**src/rtl/square_draw_arbiter.sv**
```systemverilog
// Round-robin arbiter sharing one square drawer between NUM_REQ clients.
// Sequences drawer start/done and forwards the coordinate stream as pixel writes.
module square_draw_arbiter #(
  parameter int unsigned NUM_REQ = 2,
  parameter int unsigned SIZE    = 10,
  parameter int unsigned COLOR_W = 1,
  parameter int unsigned TIMEOUT = 255
) (
  input  logic                       clk,
  input  logic                       reset,
  input  logic [NUM_REQ-1:0]         req,
  input  logic [NUM_REQ*11-1:0]      req_x,
  input  logic [NUM_REQ*11-1:0]      req_y,
  input  logic [NUM_REQ*COLOR_W-1:0] req_color,
  output logic [NUM_REQ-1:0]         gnt,
  output logic [NUM_REQ-1:0]         done_pulse,
  output logic                       drw_start,
  output logic [10:0]                drw_x0,
  output logic [10:0]                drw_y0,
  input  logic [10:0]                drw_x,
  input  logic [10:0]                drw_y,
  input  logic                       drw_done,
  output logic [10:0]                pix_x,
  output logic [10:0]                pix_y,
  output logic [COLOR_W-1:0]         pix_color,
  output logic                       pix_wr,
  output logic                       busy,
  output logic                       timeout_err
);

  // A timeout shorter than one full square would abort every legal draw.
  localparam int unsigned MinTimeout = (SIZE + 1) * (SIZE + 1) + 2;
  localparam int unsigned TimeoutEff = (TIMEOUT < MinTimeout) ? MinTimeout : TIMEOUT;
  localparam int unsigned CntW       = $clog2(TimeoutEff);
  localparam int unsigned IdxW       = (NUM_REQ > 1) ? $clog2(NUM_REQ) : 1;

  typedef enum logic [1:0] {StIdle, StStart, StBusy, StRelease} state_e;

  state_e               state_q, state_d;
  logic [IdxW-1:0]      idx_q, idx_d;
  logic [IdxW-1:0]      last_q, last_d;
  logic [10:0]          x0_q, x0_d;
  logic [10:0]          y0_q, y0_d;
  logic [COLOR_W-1:0]   col_q, col_d;
  logic [CntW-1:0]      cnt_q, cnt_d;
  logic                 terr_q, terr_d;

  logic                 pick_valid;
  logic [IdxW-1:0]      pick_idx;
  logic [IdxW-1:0]      cand;
  logic [NUM_REQ-1:0]   onehot;

  // Scan last+1, last+2, ... so the client served last has lowest priority.
  always_comb begin
    pick_valid = 1'b0;
    pick_idx   = '0;
    cand       = '0;
    for (int unsigned k = 1; k <= NUM_REQ; k++) begin
      cand = IdxW'((32'(last_q) + k) % NUM_REQ);
      if (!pick_valid && req[cand]) begin
        pick_valid = 1'b1;
        pick_idx   = cand;
      end
    end
  end

  always_comb begin
    state_d = state_q;
    idx_d   = idx_q;
    last_d  = last_q;
    x0_d    = x0_q;
    y0_d    = y0_q;
    col_d   = col_q;
    cnt_d   = cnt_q;
    terr_d  = terr_q;
    unique case (state_q)
      StIdle: begin
        if (pick_valid) begin
          idx_d   = pick_idx;
          x0_d    = req_x[11*pick_idx +: 11];
          y0_d    = req_y[11*pick_idx +: 11];
          col_d   = req_color[COLOR_W*pick_idx +: COLOR_W];
          state_d = StStart;
        end
      end
      StStart: begin
        cnt_d   = '0;
        state_d = StBusy;
      end
      StBusy: begin
        if (drw_done) begin
          state_d = StRelease;
        end else if (cnt_q == CntW'(TimeoutEff - 1)) begin
          state_d = StRelease;
          terr_d  = 1'b1;
        end else begin
          cnt_d = cnt_q + 1'b1;
        end
      end
      StRelease: begin
        last_d  = idx_q;
        state_d = StIdle;
      end
      default: state_d = StIdle;
    endcase
  end

  always_ff @(posedge clk or posedge reset) begin
    if (reset) begin
      state_q <= StIdle;
      idx_q   <= '0;
      last_q  <= IdxW'(NUM_REQ - 1);
      x0_q    <= '0;
      y0_q    <= '0;
      col_q   <= '0;
      cnt_q   <= '0;
      terr_q  <= 1'b0;
    end else begin
      state_q <= state_d;
      idx_q   <= idx_d;
      last_q  <= last_d;
      x0_q    <= x0_d;
      y0_q    <= y0_d;
      col_q   <= col_d;
      cnt_q   <= cnt_d;
      terr_q  <= terr_d;
    end
  end

  always_comb begin
    onehot      = NUM_REQ'(1) << idx_q;
    gnt         = ((state_q == StStart) || (state_q == StBusy)) ? onehot : '0;
    done_pulse  = (state_q == StRelease) ? onehot : '0;
    drw_start   = (state_q == StStart);
    pix_wr      = (state_q == StBusy) && !drw_done;
    busy        = (state_q != StIdle);
    pix_x       = drw_x;
    pix_y       = drw_y;
    drw_x0      = x0_q;
    drw_y0      = y0_q;
    pix_color   = col_q;
    timeout_err = terr_q;
  end

endmodule

```
**config.mk**
```make
export PLATFORM = sky130hd
export DESIGN_NAME = square_draw_arbiter
export DESIGN_NICKNAME = d
export VERILOG_FILES = /design/src/rtl/square_draw_arbiter.sv
export SDC_FILE = /design/constraint.sdc
export NUM_CORES = 1
export LEC_CHECK = 0
export ABC_AREA = 1
export CAP_MARGIN = 20
export CORE_ASPECT_RATIO = 0.75
export CORE_MARGIN = 8
export CORE_UTILIZATION = 42
export CTS_CLUSTER_SIZE = 16
export DETAILED_ROUTE_END_ITERATION = 6
export GPL_TIMING_DRIVEN = 0
export PLACE_DENSITY = 0.84
export SKIP_LAST_GASP = 1
export SLEW_MARGIN = 20
export SYNTH_ARGS = -nofsm -noshare
export SYNTH_HDL_FRONTEND = slang
export SYNTH_SLANG_ARGS = --single-unit
```
**constraint.sdc**
```tcl
create_clock -name clk -period 4.27 [get_ports clk]
set_clock_uncertainty 0.05 [all_clocks]
set_input_delay 0.6405 -clock clk [delete_from_list [all_inputs] [get_ports clk]]
set_output_delay 0.6405 -clock clk [all_outputs]
set_load 0.01 [all_outputs]
```
==> results of run 1 <==
==> synth_stat cells (3+ instances only) <==
master / number
nand2_2: 3
buf_4: 25
nand3_1: 31
o21ai_0: 3
nand2_1: 157
buf_6: 3
buf_2: 5
nor2_1: 10
o21ai_2: 3
dfrtp_1: 35
ha_1: 7
inv_1: 20
==> through the flow <==
step	hold slack [ns]	util, %	setup WS (ns)	cells
after floorplan	0.4253	-	2.564	318
after global placement	0.4024	64.15	1.823	495
after detailed placement	0.4079	64.67	1.808	496
after CTS	0.4251	66.71	1.669	504
after global routing	0.4481	66.71	1.531	504
final	0.4194	66.71	1.686	504
==> cell type report <==
| class | instances | area (sq um) |
|---|---|---|
| plain buffers | 35 | 254.0 |
| clock buffers | 6 | 72.57 |
| clock inverters | 2 | 35.03 |
| fillers | 447 | 1753 |
| inverters | 22 | 82.58 |
| multi-input cells | 225 | 1025 |
| flip-flops and latches | 36 | 902.1 |
| well taps | 75 | 93.84 |
| repair buffers | 103 | 1049 |
==> path summary, 6_finish.rpt <==
kind / end / slack (ns) / cells past startpoint
setup / recovery: pix_wr / 1.69 / 6
hold reg to reg: drw_x0[10] / 0.42 / 2
setup reg to reg: drw_y0[10] / 2.64 / 8
min in group asynchronous: drw_y0[8] / 0.63 / 2
max in group asynchronous: last_q / 3.02 / 3
hold / removal: drw_x0[10] / 0.42 / 2
==> cell usage in the layout (no fill, tap or decap), types with 2 or more instances in the layout <==
cell,netlist,layout
dfrtp_1,35,35
buf_2,5,5
nor2_1,10,10
buf_6,3,3
nand2_2,3,3
inv_2,2,3
nand3_1,31,31
nand2_1,157,157
nand3_2,2,2
clkbuf_1,2,3
inv_1,20,19
o21ai_0,3,3
clkdlybuf4s50_1,0,102
o21ai_2,3,3
buf_4,25,25
ha_1,7,7
nand3b_1,2,2
clkbuf_8,0,5
==> layer usage <==
layer  wire length, um  share of wire (%)
met1              2779                 42
met2              3119                 47
met3               602                9.1
met4                86                1.3
met5                 0                  0
==> cell families (layout without fill, tap and decap cells) <==
logic type | count (synthesis) | count (layout) | share of synthesized area [%]
simple gates | 208 | 208 | 37.76
buf+inv | 57 | 168 | 14.87
flops | 36 | 36 | 39.86
compound gates | 10 | 10 | 3.648
fa+ha+maj | 7 | 7 | 3.869
==> critical path, delay by kind of cell, from the launching register on <==
family / cells / cell delay [ns]
fa+ha+maj: 1 / 0.15
buf+inv: 4 / 0.95
flops: 1 / 0.42
simple gates: 1 / 0.09
==> where the power goes <==
| group | switching (uW) | internal [uW] |
|---|---|---|
| Combinational | 508 | 486 |
| Sequential | 83.7 | 474 |
| Clock | 122 | 173 |
| Total | 713 | 1130 |
==> registers in the layout, indices dropped and copies added (netlist names) <==
| register | cells |
|---|---|
| cnt_q | 8 |
| drw_x0 | 11 |
| drw_y0 | 11 |
| idx_q | 1 |
| last_q | 1 |
| pix_color | 1 |
| state_q | 2 |
| timeout_err | 1 |
==> impl_results.md, run 1 <==
* Final HPWL DP at 5338 um
* TNS Setup at 0 ns
* Die Span Y at 79.58 um
* Post-detailed-route count of antenna-violating nets at 0
* Placement Cell Area at 0.003406 sq mm
* Crit path top cell by count: inv_1
* Most Crowded Layer GR: met2
* Hold buffer count at cts at 0
* Seq/Total Area, Yosys at 39.86%
* Number of synthesized flops with an enable pin at 0
* First-pass GRT wire length at 10530 um
* CP max-delay cell: clkdlybuf4s50_1
* Worst VDD drop at 212.0 uV
* Critical path class: reg -> out
* Worst Max-Slew Pin Slew at 0.4612 ns
* Via-to-Cell Ratio at 4.627
* Req. time, crit path at 3.58 ns
* Met3 global-route usage at 6.185%
* Met2 GRT Util at 26.78%
* Final instance area at 0.003513 sq mm
* M1 GR Usage at 19.27%
* Cts repair resizes at 0
* Cell chain of the critical path: inv_1 -> ha_1 -> buf_2 -> inv_1 -> nor2_1 -> clkdlybuf4s50_1
* Leading area contributor after synthesis: dfrtp_1
* Top_reg_cell synth: dfrtp_1
* # diodes at 0
* Maximum clock rate at 0.3870 GHz
* WL/cell at 13.07 um
* Final hold vios at 0
* Reg-to-reg startpoint: state_q[1]
* Initial antenna violation count at 0
* Synth area leaders: dfrtp_1 39%, nand2_1 26%, buf_4 8.3%, nand3_1 6.9%, ha_1 3.9%
* Max-Cap Viols at 0
* Startpoint types: flip-flop
* LEAKAGE at 0.001779 uW
* Worst path arrival time at 1.89 ns
* # Post-CTS Setup Buffers at 0
* Final period demand of the worst path at 2.584 ns
* #FFs+latches synth at 36
* CTS Buf Count at 5
* Vias in the first global route at 2285
* Port Buffers at 102
* Library cells used by synthesis at 24
* Synthesis Warnings at 0
* Period utilization at 60.51%
* Worst Hold Launch: drw_x0[10]
* Clk sinks at 36
* Die Area at 0.008018 sq mm
* CORE AREA at 0.005266 sq mm
* Io pins at 126
* Syn_area_per_cell at 7.118 sq um
* Worst-path clk slew at 0.07 ns
* Worst setup startpoint: state_q[0]
* DRT iter0 DRCs at 87
* GRT Total Usage at 16.16%
* DRC errors left at 0
* CTS tree: built
* Die extent in x at 100.8 um
* Layout cell share with drive strength beyond 1 at 13.05%
* Maximum buffer depth of the clock tree at 2
* Area grow syn2layout at 55.22%
* Syn Nets at 398
* Total power draw at 1846 uW
* Synth Cell Area at 0.002263 sq mm
* Share of the synthesized area in the top cell type at 38.70%
* Run status: finished clean
* CTS HTree Levels at 2
* Total gr overflow at 0
* Final Slew Violations at 0
* Mapped Cells at 318
* Pwr/cell area at 525.4 mW/mm^2
* Share of flip-flops with an asynchronous set or reset at 100.0%
* Final Setup Violations at 0
* Slew HR at 69.25%
* Slowest cell delay on critical path at 0.54 ns
* CTS root buffer: clkbuf_8
* Via count at 2332
* RePlAce Congestion at 0.8248
* Fin nets at 508
* Min-Delay Path Class: reg -> reg
* RSZ-0062 raised after global routing: false
* CP max FO at 10
* Row Count at 23
* Largest net degree at the start of global routing at 20
* Clk Latency, worst-skew pair at 0.29 ns
* Drt pass-1 iters at 4
* CP Capture Type: output pin
* Initial Util at 42.98%
* Routed WL at 6587 um
No activity file was read; power rests on OpenSTA's default activity.
==> inputs of run 2 (changes only) <==
--- a/config.mk
+++ b/config.mk
@@ -9,11 +9,11 @@
 export CAP_MARGIN = 20
 export CORE_ASPECT_RATIO = 0.75
 export CORE_MARGIN = 8
-export CORE_UTILIZATION = 42
+export CORE_UTILIZATION = 35
 export CTS_CLUSTER_SIZE = 16
 export DETAILED_ROUTE_END_ITERATION = 6
 export GPL_TIMING_DRIVEN = 0
-export PLACE_DENSITY = 0.84
+export PLACE_DENSITY = 0.75
 export SKIP_LAST_GASP = 1
 export SLEW_MARGIN = 20
 export SYNTH_ARGS = -nofsm -noshare
==> constraint.sdc (replaced) <==
create_clock -name clk -period 2.2 [get_ports clk]
set_clock_uncertainty 0.05 [all_clocks]
set_input_delay 0.33 -clock clk [delete_from_list [all_inputs] [get_ports clk]]
set_output_delay 0.33 -clock clk [all_outputs]
set_load 0.01 [all_outputs]
==> run 2 against run 1 <==
Non-clock buffer count up 2. First-iteration DRC count up 63%. Combinational power up 100%. Die area up 16%. Critical path depth down 1. Count of clock-buffer cells in the layout up 1. Sequential power up 92%. Critical path type unchanged. Critical endpoint is now gnt[1]. Largest cell class unchanged. Largest power group unchanged.
==> impl_results.md, run 2 (synthesized netlist as in run 1, its figures left out) <==
* Run status: finished clean
* Worst path depth at 5
* Largest net degree at the start of global routing at 25
* Startpoint types: flip-flop
* Slew HR at 72.54%
* Via-to-Cell Ratio at 4.406
* Die Span Y at 85.65 um
* Min-Delay Path Class: in -> async
* Die Area at 0.009323 sq mm
* # diodes at 0
* Fill count at 605
* Vias in the first global route at 2225
* Pwr/cell area at 1012 mW/mm^2
* Final Slew Violations at 0
* Area grow syn2layout at 56.00%
* Clk Latency, worst-skew pair at 0.29 ns
* Die extent in x at 108.9 um
* Fin nets at 510
* CP max FO at 4
* Total gr overflow at 0
* Port Buffers at 102
* Top Layer Used: met4
* Routed WL at 6865 um
* Final hold vios at 0
* FF-to-FF path depth at 8
* LEAKAGE at 0.001791 uW
* Maximum clock rate at 0.4773 GHz
* WL/cell at 13.41 um
* CTS HTree Levels at 2
* Most frequent cells in the layout: 157 x nand2_1, 100 x clkdlybuf4s50_1, 35 x dfrtp_1
* Via count at 2256
* Layout cell share with drive strength beyond 1 at 14.15%
* DRC errors left at 0
* Cell class contributing the biggest share of worst-path delay: buffers and inverters
* Buf/Inv on CP at 3
* Final HPWL DP at 5503 um
* RePlAce Congestion at 0.8117
* DRT iter0 DRCs at 142
* Met3 wire len at 623 um
* Cell chain of the critical path: inv_2 -> ha_4 -> nand2_1 -> inv_1 -> clkdlybuf4s50_1
* Hold buffer count at cts at 0
* Worst VDD drop at 651.4 uV
* Placement Cell Area at 0.003406 sq mm
* Final Setup Violations at 0
* Worst path arrival time at 1.72 ns
* Period utilization at 95.23%
* Final instance area at 0.003531 sq mm
* Most common cell after layout, fill and taps aside: nand2_1
* Row Count at 25
* Maximum buffer depth of the clock tree at 2
* CTS root buffer: clkbuf_8
* Worst-path clk slew at 0.08 ns
* CORE AREA at 0.006287 sq mm
* Max-Cap Viols at 0
* Worst Max-Slew Pin Slew at 0.4119 ns
* Clk sinks at 36
* CTS Buf Count at 5
* Drt pass-1 iters at 4
* Final core occ at 56.16%
* Final period demand of the worst path at 2.095 ns
* GRT Total Usage at 14.79%
* Post-detailed-route count of antenna-violating nets at 0
* CTS tree: built
* Slowest cell delay on critical path at 0.53 ns
* CP max-delay cell: clkdlybuf4s50_1
* Met1 Wirelength at 3055 um
* Initial Util at 36.00%
* Req. time, crit path at 1.82 ns
* RSZ-0062 raised after global routing: false
* CP Capture Type: output pin
* First-pass GRT wire length at 11160 um
* Io pins at 126
* Met2 WL post-DR at 3170 um
* Initial antenna violation count at 0
* TNS Setup at 0 ns
* Critical path class: reg -> out
[run 2: stage by stage]
| step | power (uW) | instances | hold WS (ns) | setup WS, ns |
|---|---|---|---|---|
| CTS | 3606 | 511 | 0.2536 | 0.04487 |
| finish | 3572 | 512 | 0.2480 | 0.1049 |
| global placement | 3002 | 501 | 0.4037 | 0.1283 |
| global route | 3902 | 512 | 0.2755 | 0.03174 |
| detailed placement | 3037 | 502 | 0.4078 | 0.2278 |
| floorplan | 2110 | 318 | 0.3749 | 0.7689 |
[run 2: final timing paths]
| kind | start | end | slack (ns) |
|---|---|---|---|
| worst min-delay path | reset | drw_y0[0] | 0.25 |
| min in group clk | req[1] | drw_x0[0] | 0.39 |
| worst min register to register | drw_y0[3] | drw_y0[3] | 0.42 |
| worst max register to register | state_q[1] | cnt_q[6] | 0.65 |
| worst max-delay path | state_q[1] | gnt[1] | 0.10 |
| max in group asynchronous | reset | last_q | 1.35 |
[run 2: repair_timing]
action,4_1_cts,5_1_grt
hold endpoints to repair,0,0
endpoints found under the setup margin,3,2
pin swaps,0,0
resized for setup,4,2
setup buffers,1,1
[run 2: area by class of cell]
cell class | count | area, sq um | area share (%)
Multi-Input combinational cell | 225 | 1037 | 29.38
Timing Repair Buffer | 105 | 1057 | 29.94
Clock buffer | 7 | 86.33 | 2.445
Sequential cell | 36 | 902.1 | 25.55
Clock inverter | 1 | 7.507 | 0.2126
Tap cell | 81 | 101.3 | 2.870
Inverter | 22 | 82.58 | 2.339
Buffer | 35 | 256.5 | 7.264
[run 2: power breakdown]
part	leakage (uW)	internal [uW]	switching, uW
Sequential	0.000454	920	153
Clock	0.0000445	254	239
Combinational	0.00129	991	1010
Total	0.00179	2170	1410
[run 2: per-layer routing]
layer | vias to the layer above | track usage [%]
li1 | 1177 | -
met1 | 1009 | 18.63
met2 | 67 | 24.28
met3 | 3 | 5.019
met4 | 0 | 2.230
met5 | - | 0
==> inputs of run 3 (changes only) <==
--- a/config.mk
+++ b/config.mk
@@ -6,9 +6,8 @@
 export NUM_CORES = 1
 export LEC_CHECK = 0
 export ABC_AREA = 1
-export CAP_MARGIN = 20
 export CORE_ASPECT_RATIO = 0.75
-export CORE_MARGIN = 8
+export CORE_MARGIN = 2
 export CORE_UTILIZATION = 35
 export CTS_CLUSTER_SIZE = 16
 export DETAILED_ROUTE_END_ITERATION = 6
==> run 3 against run 2 <==
Count of clock-buffer cells in the layout shrank 2. Global-route usage rose by 2.6 points. Cell count decreased by 0.20%. Largest power group unchanged. Highest routed layer unchanged.
==> impl_results.md, run 3 (synthesized netlist as in run 1, its figures left out) <==
* Buf/Inv on CP at 3
* Min-Delay Path Class: in -> async
* Clock share of power at 13.4%
* Slowest cell delay on critical path at 0.52 ns
* Port Buffers at 102
* Worst path arrival time at 1.72 ns
* Critical path class: reg -> out
* CP max-delay cell: clkdlybuf4s50_1
* Die Area at 0.007133 sq mm
* Max-Cap Viols at 0
* Multi-input gate area at 0.001037 sq mm
* CTS Buf Count at 5
* Via count at 2339
* Drt pass-1 iters at 4
* Worst-path clk slew at 0.08 ns
* WL/cell at 12.56 um
* Req. time, crit path at 1.82 ns
* Sw frac at 40.05%
* CP max FO at 4
* Area grow syn2layout at 55.72%
* Worst VDD drop at 589.1 uV
* Fill count at 610
* Cell class contributing the biggest share of worst-path delay: buffers and inverters
* Period utilization at 95.26%
* Row Count at 25
* Initial antenna violation count at 0
* Clk sinks at 36
* Fin nets at 509
* Startpoint types: flip-flop
* Reg-to-reg startpoint: state_q[0]
* Routed WL at 6420 um
* CTS HTree Levels at 2
* TNS Setup at 0 ns
* Io pins at 126
* Final Non-Filler Cells at 511
* Worst Max-Slew Pin Slew at 0.5494 ns
* Cell chain of the critical path: inv_2 -> ha_4 -> nand2_1 -> inv_1 -> clkdlybuf4s50_1
* Maximum clock rate at 0.4772 GHz
* Final HPWL DP at 4912 um
* Die extent in x at 96.86 um
* Hold buffer count at cts at 0
* Psw at 1415 uW
* Most common cell after layout, fill and taps aside: nand2_1
* Final Setup Violations at 0
* P_int at 2119 uW
* First-pass GRT wire length at 10140 um
* Maximum buffer depth of the clock tree at 2
* # diodes at 0
* DRC errors left at 0
* CTS tree: built
* Largest net degree at the start of global routing at 23
* Clk Latency, worst-skew pair at 0.29 ns
* Pwr/cell area at 1003 mW/mm^2
* R2R Path End: drw_y0[4]
* Register area at 902.1 sq um
* Via-to-Cell Ratio at 4.577
* RSZ-0062 raised after global routing: false
* CTS root buffer: clkbuf_8
* Final core occ at 56.06%
* Final Slew Violations at 0
* LEAKAGE at 0.001793 uW
* Vias in the first global route at 2109
* CP Capture Type: output pin
* FF-to-FF path depth at 8
* Placement Cell Area at 0.003413 sq mm
* Final instance area at 0.003525 sq mm
* Layout cell share with drive strength beyond 1 at 14.19%
* Most frequent cells in the layout: 157 x nand2_1, 100 x clkdlybuf4s50_1, 35 x dfrtp_1
* Final period demand of the worst path at 2.096 ns
* Flop2flop setup slack at 0.61 ns
* Run status: finished clean
* Die Span Y at 73.65 um
* Total gr overflow at 0
* Initial Util at 36.00%
* CORE AREA at 0.006287 sq mm
* RePlAce Congestion at 0.8514
* Comb pwr share at 56.2%
* Hold slack final at 0.2876 ns
* Placed Cells at 502
* DRT iter0 DRCs at 161
* Post-detailed-route count of antenna-violating nets at 0
* GRT Total Usage at 17.39%
* Slew HR at 63.37%
* Register share of total power at 30.4%
* Final hold vios at 0
-- run 3: per-layer routing --
layer	wire length, um	part of all wire [%]	GRT usage, %
met5	0	0	0
met4	25	0.39	3.130
met3	462	7.2	4.948
met2	3031	47	27.31
met1	2901	45	24.42
-- run 3: stage by stage --
stage,total power [uW],worst slack [ns]
global route,3793,0.02045
global placement,2977,0.1436
floorplan,2110,0.7689
finish,3534,0.1042
CTS,3562,-0.002099
detailed placement,3025,0.2457
-- run 3: how the worst max path moves through the flow --
stage / start / endpoint / slack, ns / cells after the start
floorplan: state_q[0] / drw_x0[10] / 0.77 / 8
global placement: reset / drw_x0[4] / 0.14 / 2
detailed placement: state_q[0] / pix_wr / 0.25 / 6
CTS: state_q[1] / gnt[0] / -0.002 / 5
global route: state_q[0] / gnt[1] / 0.02 / 5
finish: state_q[1] / gnt[1] / 0.10 / 5
-- run 3: final cells by class --
class | count | share of cell area, %
Timing Repair Buffer | 104 | 30.00
Clock inverter | 3 | 0.5325
Multi-Input combinational cell | 225 | 29.43
Tap cell | 81 | 2.875
Inverter | 22 | 2.343
Sequential cell | 36 | 25.59
Clock buffer | 5 | 1.952
Buffer | 35 | 7.277
-- run 3: worst register-to-register path, cell delays in order (launching register included) --
cell	delay (ns)
dfrtp_1	0.42
inv_2	0.11
ha_4	0.14
inv_1	0.08
a31oi_4	0.26
inv_2	0.13
buf_6	0.17
nand2_1	0.06
nand2_1	0.05
-- run 3: repair_timing --
item | CTS | global route
pin swaps | 0 | 0
gates resized for setup | 4 | 2
endpoints found under the hold margin | 0 | 0
endpoints found under the setup margin | 3 | 2
buffers inserted | 1 | 0
-- run 3: power by group through the flow --
| stage | logic [uW] | clock network [uW] | registers [uW] |
|---|---|---|---|
| after floorplan | 951 | 0 | 1160 |
| after global placement | 1900 | 0 | 1080 |
| after detailed placement | 1940 | 0 | 1080 |
| after CTS | 2010 | 482 | 1070 |
| after global routing | 2180 | 508 | 1110 |
| final | 1990 | 473 | 1080 |
